<file path="config.mk">
export PLATFORM = sky130hd
export DESIGN_NAME = fft_iter_core
export DESIGN_NICKNAME = d
export VERILOG_FILES = /design/src/rtl/fft_iter_core.sv
export SDC_FILE = /design/constraint.sdc
export NUM_CORES = 2
export LEC_CHECK = 0
export ABC_CLOCK_PERIOD_IN_PS = 34100
export BUFFER_PORTS_ARGS = -buffer_cell sky130_fd_sc_hd__buf_2
export CORE_MARGIN = 2
export CORE_UTILIZATION = 60
export CTS_CLUSTER_DIAMETER = 80
export CTS_CLUSTER_SIZE = 12
export DETAILED_ROUTE_END_ITERATION = 8
export MAX_ROUTING_LAYER = met4
export PLACE_DENSITY_LB_ADDON = 0.05
export SYNTH_ARGS = -nofsm -noshare
export SYNTH_HDL_FRONTEND = slang
export SYNTH_SLANG_ARGS = --single-unit
</file>
<file path="constraint.sdc">
create_clock -name clk -period 34.1 [get_ports clk]
set_clock_uncertainty 0.05 [all_clocks]
set_input_delay 6.82 -clock clk [delete_from_list [all_inputs] [get_ports clk]]
set_output_delay 6.82 -clock clk [all_outputs]
set_load 0.01 [all_outputs]
</file>
<file path="src/rtl/fft_iter_core.sv">
// fft_iter_core
// Frame-based radix-2 decimation-in-time FFT/IFFT engine. One butterfly is
// time-shared over an in-place register-array buffer, so a frame takes
// N (load) + (N/2)*log2(N) (compute) + N (unload) cycles at minimum.
//
// Ports:
//   clk, rst              rising-edge clock, synchronous active-high reset
//   in_valid/in_ready     input sample stream, natural order (in_re, in_im)
//   in_inv                0 = forward, 1 = inverse; taken with sample 0
//   out_valid/out_ready   output bin stream, natural order (out_re, out_im)
//   out_index, out_last   bin number of the current output, high on bin N-1
//   busy                  high while computing or unloading
//   dbg_state             current FSM state (0 LOAD, 1 COMPUTE, 2 UNLOAD)
//
// Handshakes: a transfer happens on a rising edge where valid and ready are
// both high. The source holds data stable while valid is high and ready is
// low; ready never depends on the valid of the same interface.
module fft_iter_core #(
  parameter int N          = 16,
  parameter int DATA_WIDTH = 16,
  parameter int TW_WIDTH   = 16
) (
  input  logic                  clk,
  input  logic                  rst,
  input  logic                  in_valid,
  output logic                  in_ready,
  input  logic [DATA_WIDTH-1:0] in_re,
  input  logic [DATA_WIDTH-1:0] in_im,
  input  logic                  in_inv,
  output logic                  out_valid,
  input  logic                  out_ready,
  output logic [DATA_WIDTH-1:0] out_re,
  output logic [DATA_WIDTH-1:0] out_im,
  output logic [$clog2(N)-1:0]  out_index,
  output logic                  out_last,
  output logic                  busy,
  output logic [1:0]            dbg_state
);
  localparam int  LOGN = $clog2(N);
  localparam int  SW   = $clog2(LOGN);
  localparam int  BW   = LOGN - 1;
  localparam int  DW1  = DATA_WIDTH + 1;
  localparam int  PW   = DATA_WIDTH + TW_WIDTH + 1;
  localparam real PI   = 3.14159265358979323846;
  localparam logic signed [PW-1:0] RND = PW'(1) << (TW_WIDTH - 2);

  typedef enum logic [1:0] {S_LOAD = 2'd0, S_COMPUTE = 2'd1, S_UNLOAD = 2'd2} state_t;

  state_t          state_q, state_d;
  logic [LOGN-1:0] load_cnt_q, load_cnt_d;
  logic [LOGN-1:0] out_idx_q, out_idx_d;
  logic [SW-1:0]   stage_q, stage_d;
  logic [BW-1:0]   bfly_q, bfly_d;
  logic            inv_q, inv_d;
  logic            in_hs;

  logic [DATA_WIDTH-1:0] mem_re_q [N];
  logic [DATA_WIDTH-1:0] mem_im_q [N];

  // Constant twiddle tables; the argument is always a genvar so these fold
  // to constants. +1.0 maps to 2^(TW_WIDTH-1)-1.
  function automatic logic [TW_WIDTH-1:0] tw_val(input int t, input bit use_sin);
    real ang, v, scale;
    ang   = 2.0 * PI * real'(t) / real'(N);
    scale = real'((1 << (TW_WIDTH - 1)) - 1);
    v     = use_sin ? $sin(ang) : $cos(ang);
    v     = v * scale;
    return TW_WIDTH'($rtoi((v >= 0.0) ? v + 0.5 : v - 0.5));
  endfunction

  function automatic logic [LOGN-1:0] bitrev(input logic [LOGN-1:0] v);
    logic [LOGN-1:0] r;
    for (int i = 0; i < LOGN; i++) r[i] = v[LOGN-1-i];
    return r;
  endfunction

  logic [TW_WIDTH-1:0] tw_cos_w [N/2];
  logic [TW_WIDTH-1:0] tw_sin_w [N/2];
  for (genvar g = 0; g < N / 2; g++) begin : g_tw
    assign tw_cos_w[g] = tw_val(g, 1'b0);
    assign tw_sin_w[g] = tw_val(g, 1'b1);
  end

  // FSM: next state, counters and handshake outputs.
  always_comb begin
    state_d    = state_q;
    load_cnt_d = load_cnt_q;
    out_idx_d  = out_idx_q;
    stage_d    = stage_q;
    bfly_d     = bfly_q;
    inv_d      = inv_q;
    in_ready   = 1'b0;
    in_hs      = 1'b0;
    out_valid  = 1'b0;
    busy       = 1'b0;
    case (state_q)
      S_LOAD: begin
        // Held low during reset so nothing is accepted while rst is high.
        in_ready = !rst;
        in_hs    = in_valid && !rst;
        if (in_hs) begin
          load_cnt_d = load_cnt_q + 1'b1;
          if (load_cnt_q == '0) inv_d = in_inv;
          if (load_cnt_q == LOGN'(N - 1)) begin
            state_d = S_COMPUTE;
            stage_d = '0;
            bfly_d  = '0;
          end
        end
      end
      S_COMPUTE: begin
        busy   = 1'b1;
        bfly_d = bfly_q + 1'b1;
        if (bfly_q == BW'(N / 2 - 1)) begin
          bfly_d = '0;
          if (stage_q == SW'(LOGN - 1)) state_d = S_UNLOAD;
          else stage_d = stage_q + 1'b1;
        end
      end
      S_UNLOAD: begin
        busy      = 1'b1;
        out_valid = 1'b1;
        if (out_ready) begin
          out_idx_d = out_idx_q + 1'b1;  // wraps to 0 after bin N-1
          if (out_idx_q == LOGN'(N - 1)) state_d = S_LOAD;
        end
      end
      default: state_d = S_LOAD;
    endcase
  end

  always_ff @(posedge clk) begin
    if (rst) begin
      state_q    <= S_LOAD;
      load_cnt_q <= '0;
      out_idx_q  <= '0;
      stage_q    <= '0;
      bfly_q     <= '0;
      inv_q      <= 1'b0;
    end else begin
      state_q    <= state_d;
      load_cnt_q <= load_cnt_d;
      out_idx_q  <= out_idx_d;
      stage_q    <= stage_d;
      bfly_q     <= bfly_d;
      inv_q      <= inv_d;
    end
  end

  // Butterfly addressing and arithmetic.
  logic [LOGN-1:0]             k_ext, h_bit, j_idx, a_idx, b_idx;
  logic [LOGN-2:0]             tw_idx;
  logic signed [DATA_WIDTH-1:0] a_re, a_im, b_re, b_im;
  logic signed [TW_WIDTH-1:0]  w_re, w_im, sin_v;
  logic signed [PW-1:0]        p_re, p_im, p_rnd_re, p_rnd_im;
  logic signed [DW1-1:0]       pr_re, pr_im, s_re, s_im, d_re, d_im;
  logic [DATA_WIDTH-1:0]       a_new_re, a_new_im, b_new_re, b_new_im;

  always_comb begin
    k_ext = LOGN'(bfly_q);
    h_bit = LOGN'(1) << stage_q;
    j_idx = k_ext & (h_bit - 1'b1);
    // a = (k/h)*2h + j: insert a zero bit at position s of k.
    a_idx = (((k_ext >> stage_q) << 1) << stage_q) | j_idx;
    b_idx = a_idx | h_bit;
    // t = j*N/(2h) = j << (log2(N)-1-s); always below N/2.
    tw_idx = (LOGN-1)'(j_idx << (LOGN - 1 - int'(stage_q)));

    a_re  = $signed(mem_re_q[a_idx]);
    a_im  = $signed(mem_im_q[a_idx]);
    b_re  = $signed(mem_re_q[b_idx]);
    b_im  = $signed(mem_im_q[b_idx]);
    w_re  = $signed(tw_cos_w[tw_idx]);
    sin_v = $signed(tw_sin_w[tw_idx]);
    // Forward uses exp(-j*theta); inverse uses the conjugate.
    w_im  = inv_q ? sin_v : -sin_v;

    p_re = PW'(b_re) * PW'(w_re) - PW'(b_im) * PW'(w_im);
    p_im = PW'(b_re) * PW'(w_im) + PW'(b_im) * PW'(w_re);
    p_rnd_re = p_re + RND;
    p_rnd_im = p_im + RND;
    pr_re = DW1'(p_rnd_re >>> (TW_WIDTH - 1));
    pr_im = DW1'(p_rnd_im >>> (TW_WIDTH - 1));

    // Halving every stage gives 1/N overall and keeps results in range.
    s_re = DW1'(a_re) + pr_re;
    s_im = DW1'(a_im) + pr_im;
    d_re = DW1'(a_re) - pr_re;
    d_im = DW1'(a_im) - pr_im;
    a_new_re = DATA_WIDTH'(s_re >>> 1);
    a_new_im = DATA_WIDTH'(s_im >>> 1);
    b_new_re = DATA_WIDTH'(d_re >>> 1);
    b_new_im = DATA_WIDTH'(d_im >>> 1);
  end

  // Buffer is not reset; its contents are meaningless outside a frame.
  always_ff @(posedge clk) begin
    if (in_hs) begin
      mem_re_q[bitrev(load_cnt_q)] <= in_re;
      mem_im_q[bitrev(load_cnt_q)] <= in_im;
    end else if (state_q == S_COMPUTE) begin
      mem_re_q[a_idx] <= a_new_re;
      mem_im_q[a_idx] <= a_new_im;
      mem_re_q[b_idx] <= b_new_re;
      mem_im_q[b_idx] <= b_new_im;
    end
  end

  assign out_re    = mem_re_q[out_idx_q];
  assign out_im    = mem_im_q[out_idx_q];
  assign out_index = out_idx_q;
  assign out_last  = (state_q == S_UNLOAD) && (out_idx_q == LOGN'(N - 1));
  assign dbg_state = state_q;

endmodule

</file>
# Word-level counts from Yosys, hierarchy flattened
# Memories as Yosys holds them, arrays and structs flattened. A register that Yosys moved wholly into a read port is not among the register bits.
# Cells that the tools add are included.
[classes] n_bitwise=4 reduce_logical=15 n_lt_le_gt_ge=1 muxes=40 n_mul=4 eq_ne=13 addsub=15 n_shift=4
[ops] cell="multiplier 16 x 16 -> 32 bit" n=4
[ops] cell="two-way mux 16 bit" n=7
[ops] cell="adder 32 x 16 -> 32 bit, second input constant" n=2
[ops] cell="adder 16 x 17 -> 17 bit" n=2
[ops] cell="subtractor 16 x 17 -> 17 bit" n=2
[ops] cell="adder 32 bit" n=1
[ops] cell="OR reduction 16 bit" n=2
[ops] cell="left shift 4 x 32 -> 3 bit" n=1
[ops] cell="subtractor 32 bit" n=1
[ops] cell="two-way mux 4 bit" n=6
[ops] cell="two-way mux 2 bit" n=10
[ops] cell="negator 16 bit" n=1
[ops] cell="inequality test 2 bit, second input constant" n=6
[ops] cell="two-way mux 1 bit" n=11
[ops] cell="two-way mux 3 bit" n=3
[ops] cell="adder 4 x 1 -> 4 bit, second input constant" n=2
[ops] cell="== test 4 bit, second input constant" n=2
[ops] cell="OR 4 bit" n=2
[ops] cell="case mux 2 bit (3 select lines)" n=1
[ops] cell="case mux 3 bit (2 select lines)" n=1
[ops] cell="AND reduction 3 bit" n=2
[ops] cell="AND reduction 6 bit" n=1
[ops] cell="AND reduction 5 bit" n=1
[ops] cell="bitwise AND 3 x 4 -> 4 bit" n=1
[ops] cell="other kinds (21)" n=24
[totals] mem_bits_rw=512 elab_cells=106 rom_bits=256 mem_count=4 reg_bits=16
[memory_table] name="mem_im_q" depth=16 word_bits=16 read_ports=3 rd_clocked_by_memory_dff=1 write_ports=2 line_no="58" text="logic [DATA_WIDTH-1:0] mem_im_q [N];"
[memory_table] name="mem_re_q" depth=16 word_bits=16 read_ports=3 rd_clocked_by_memory_dff=1 write_ports=2 line_no="57" text="logic [DATA_WIDTH-1:0] mem_re_q [N];"
[memory_table] name="(name not given)" depth=8 word_bits=16 read_ports=1 rd_clocked_by_memory_dff=0 write_ports=0 line_no="174" text="sin_v = $signed(tw_sin_w[tw_idx]);"
[memory_table] name="(name not given)" depth=8 word_bits=16 read_ports=1 rd_clocked_by_memory_dff=0 write_ports=0 line_no="173" text="w_re = $signed(tw_cos_w[tw_idx]);"

# Longest topological paths before layout
[depth] ltp_word=15 mapped_depth=66 ltp_nobuf=59

# Least setup slack after synthesis
# OpenSTA, ideal clock, no wires.
[synth_timing] path_type="input-to-output" start="in rst" end="out in_ready" path_buffers=1 cell_stages=2 setup_slack_ns=19.991 arrival_time_ns=7.239 required_time_ns=27.230 cell_sequence="clkbuf_1 nor2b_1"
[synth_between] elab_chain_len=2
[synth_rtl] element="start: declaration" line_no="24" text="input logic rst,"
[synth_rtl] element="zero test 1 bit" line_no="99" text="in_ready = !rst;"
[synth_rtl] element="two-way mux 1 bit" line_no="96" text="case (state_q)"
[synth_rtl] element="end: declaration" line_no="26" text="output logic in_ready,"
# Every way passes these cells.

==> impl_results.md <==
- Status: finished, final reports clean
- Min-Delay Path Class: reg2reg
- Post-CTS Setup Bufs: 0
- Clock H-tree levels: 2
- Post-synth top cells: inv_1 (1,432), fa_1 (1,146), nand2_1 (974)
- EDFF count, synth: 512
- Initial core utilization: 60.40%
- Nets@finish: 9,244
- Final period utilization: 52.96%
- Final Hold Vio Count: 0
- DRT Wirelength: 282.5 mm
- Top-count cell post-synth: inv_1
- Synth unique cells: 108
- Hold_buf cts: 0
- Top-area cell type share of the netlist area: 30.25%
- Vias per std cell: 6.539
- Least-Margin Pin Slew: 1.356 ns
- Place WS: 16.58 ns
- Most numerous cell on the critical path: fa_1
- Final worst setup slack: 16.04 ns
- Largest stage delay on the critical path: 1.05 ns
- Crit-path max FO: 33
- Final std cells w/o fill: 9,349
- Slew Limit Fails: 0
- TritonRoute pass-1 iters: 7
- Max Cap Viol: 0
- Clock Path Buffers: 3
- Largest area contributor in the netlist: fa_1
- Clk sinks: 532
- Class of the most critical setup path: reg2reg
- CTS root buffer: clkbuf_16
- Sequential fraction of the synthesis area: 20.80%
- Total grt overflow: 0
- Vias in the first global route: 62,470
- Most common flop cell mapped by yosys: edfxtp_1
- Synth async-reset ratio: 0%
- Highest achievable clock rate: 55.37 MHz
- Chip height: 359.5 um
- Req. time, crit path: 34.39 ns
- Largest net degree at the start of global routing: 125
- CTS tree: yes
- Die area: 129,300 um^2
- Synthesized flop and latch total: 532
- Initial drt markers: 8,454
- PostCTS Resize Cnt: 0
- # IOs: 79
- CP max stage cell: a21oi_1
- Post-DR wirelength/cell: 30.22 um
- Synthesized Nets: 9,420
- Endpoints failing setup: 0
- Area growth syn-to-layout: 5.352%
- WP data arrival: 18.35 ns
- Gr usage total: 45.75%
- Core ar.: 125,600 um^2
- Cell count after synthesis: 7,858
- Placed Instances: 9,278
- Post-DP Area: 78,470 um^2
- Syn_area_per_cell: 9.651 um^2
- Die width: 359.5 um
- Reg clk slew, reported paths: 0.06 ns
- Syn. warnings: 0
- Final ANT Viol Nets: 0
- First-pass GRT wire length: 415.0 mm
- Worst-Skew Late Latency: 0.65 ns
- Via count: 61,130
- Final Critical Period: 18.06 ns
- Post-synthesis cell area: 75,840 um^2
- Post-DP HPWL: 200.2 mm
- Row Count: 130
- Max-slew headroom: 9.588%
- Setup TNS: 0 ns
- CTS Buf Count: 51
- CP Launch Type: flop
- Post-route cell area: 79,900 um^2
- Initial antenna violation count: 6
- CP endpoint kind: flop
- DRC violation count after routing: 0
- RSZ-0062 raised after global routing: no
- FILL cells: 10,560
- Layout cells sized above 1: 10.59%
- Top cells by area, synth: fa_1 (30%), edfxtp_1 (20%), mux4_2 (8.5%)
- IO buf count: 78
- RD Place Congestion: 0.9994
[worst max-delay path: cells and delay by family, from the launching register on]
kind / cells / cell delay, ns
fa+ha+maj: 12 / 5.61
xor+xnor: 2 / 0.53
flops: 1 / 0.85
buf+inv: 10 / 2.06
compound gates: 18 / 5.46
simple gates: 11 / 3.17
[per-stage QoR]
step	utilization [%]	hold WS (ns)
floorplan	-	0.4652
global placement	62.49	0.4586
detailed placement	62.49	0.4532
CTS	63.61	0.4676
global route	63.63	0.5203
finish	63.63	0.4713
[placed cells by master (no fill, tap or decap), types with 52 or more instances in the layout]
cell,netlist,layout
inv_1,1432,1431
fa_1,1146,1146
nand2_1,974,972
nor2_1,914,896
edfxtp_1,512,512
a21oi_1,462,462
ha_1,379,378
mux4_2,287,287
buf_4,7,212
nand3_1,154,138
o221ai_1,120,120
xnor2_1,127,114
mux2i_1,102,102
o21ai_0,118,101
buf_2,24,78
clkbuf_16,0,52
[metal layers]
layer / vias to the layer above / GRT usage [%] / part of all wire (%)
met5: - / - / 0
met1: 30310 / 55.69 / 33
met2: 4530 / 68.40 / 45
li1: 25100 / - / -
met3: 1197 / 12.15 / 14
met4: 0 / 28.39 / 8.2
[path summary, 6_finish.rpt]
| check | startpoint | endpoint | slack, ns | cells past startpoint |
|---|---|---|---|---|
| max | stage_q[0] | mem_im_q[4][13] | 16.04 | 53 |
| min | out_index[1] | flop | 0.47 | 2 |
| max reg2reg | stage_q[0] | mem_im_q[4][13] | 16.04 | 53 |
| min reg2reg | out_index[1] | flop | 0.47 | 2 |
[state kept, by name, summed over array words and instances (netlist names), named ones only]
register,count
mem_im_q,256
mem_re_q,256
load_cnt_q,4
out_index,4
bfly_q,3
dbg_state,2
stage_q,2
inv_q,1
[logic make-up (layout without fill, tap and decap cells)]
| family | Yosys count | count (layout) | share of synthesized area [%] |
|---|---|---|---|
| mux | 403 | 403 | 10.10 |
| simple gates | 2292 | 2292 | 12.64 |
| other cells | 0 | 5 | 0 |
| compound gates | 983 | 983 | 8.191 |
| flops | 532 | 532 | 20.80 |
| xor+xnor | 161 | 161 | 1.869 |
| buf+inv | 1962 | 1798 | 9.892 |
| fa+ha+maj | 1525 | 1525 | 36.50 |
[layout make-up]
class                      count  area, um^2  share of cell area (%)
clock inverter                 5       76.32                 0.09552
multi-input combinational   5364       53130                   66.49
clock buffer                  60        1331                   1.666
tap                         1650        2064                   2.584
timing repair buffer         296        2102                   2.631
sequential                   532       15790                   19.76
antenna                        5       12.51                 0.01566
inverter                    1437        5396                   6.754
Power is not shown: default switching activity piles up to over one toggle a cycle in this logic, so the estimate is an artifact.
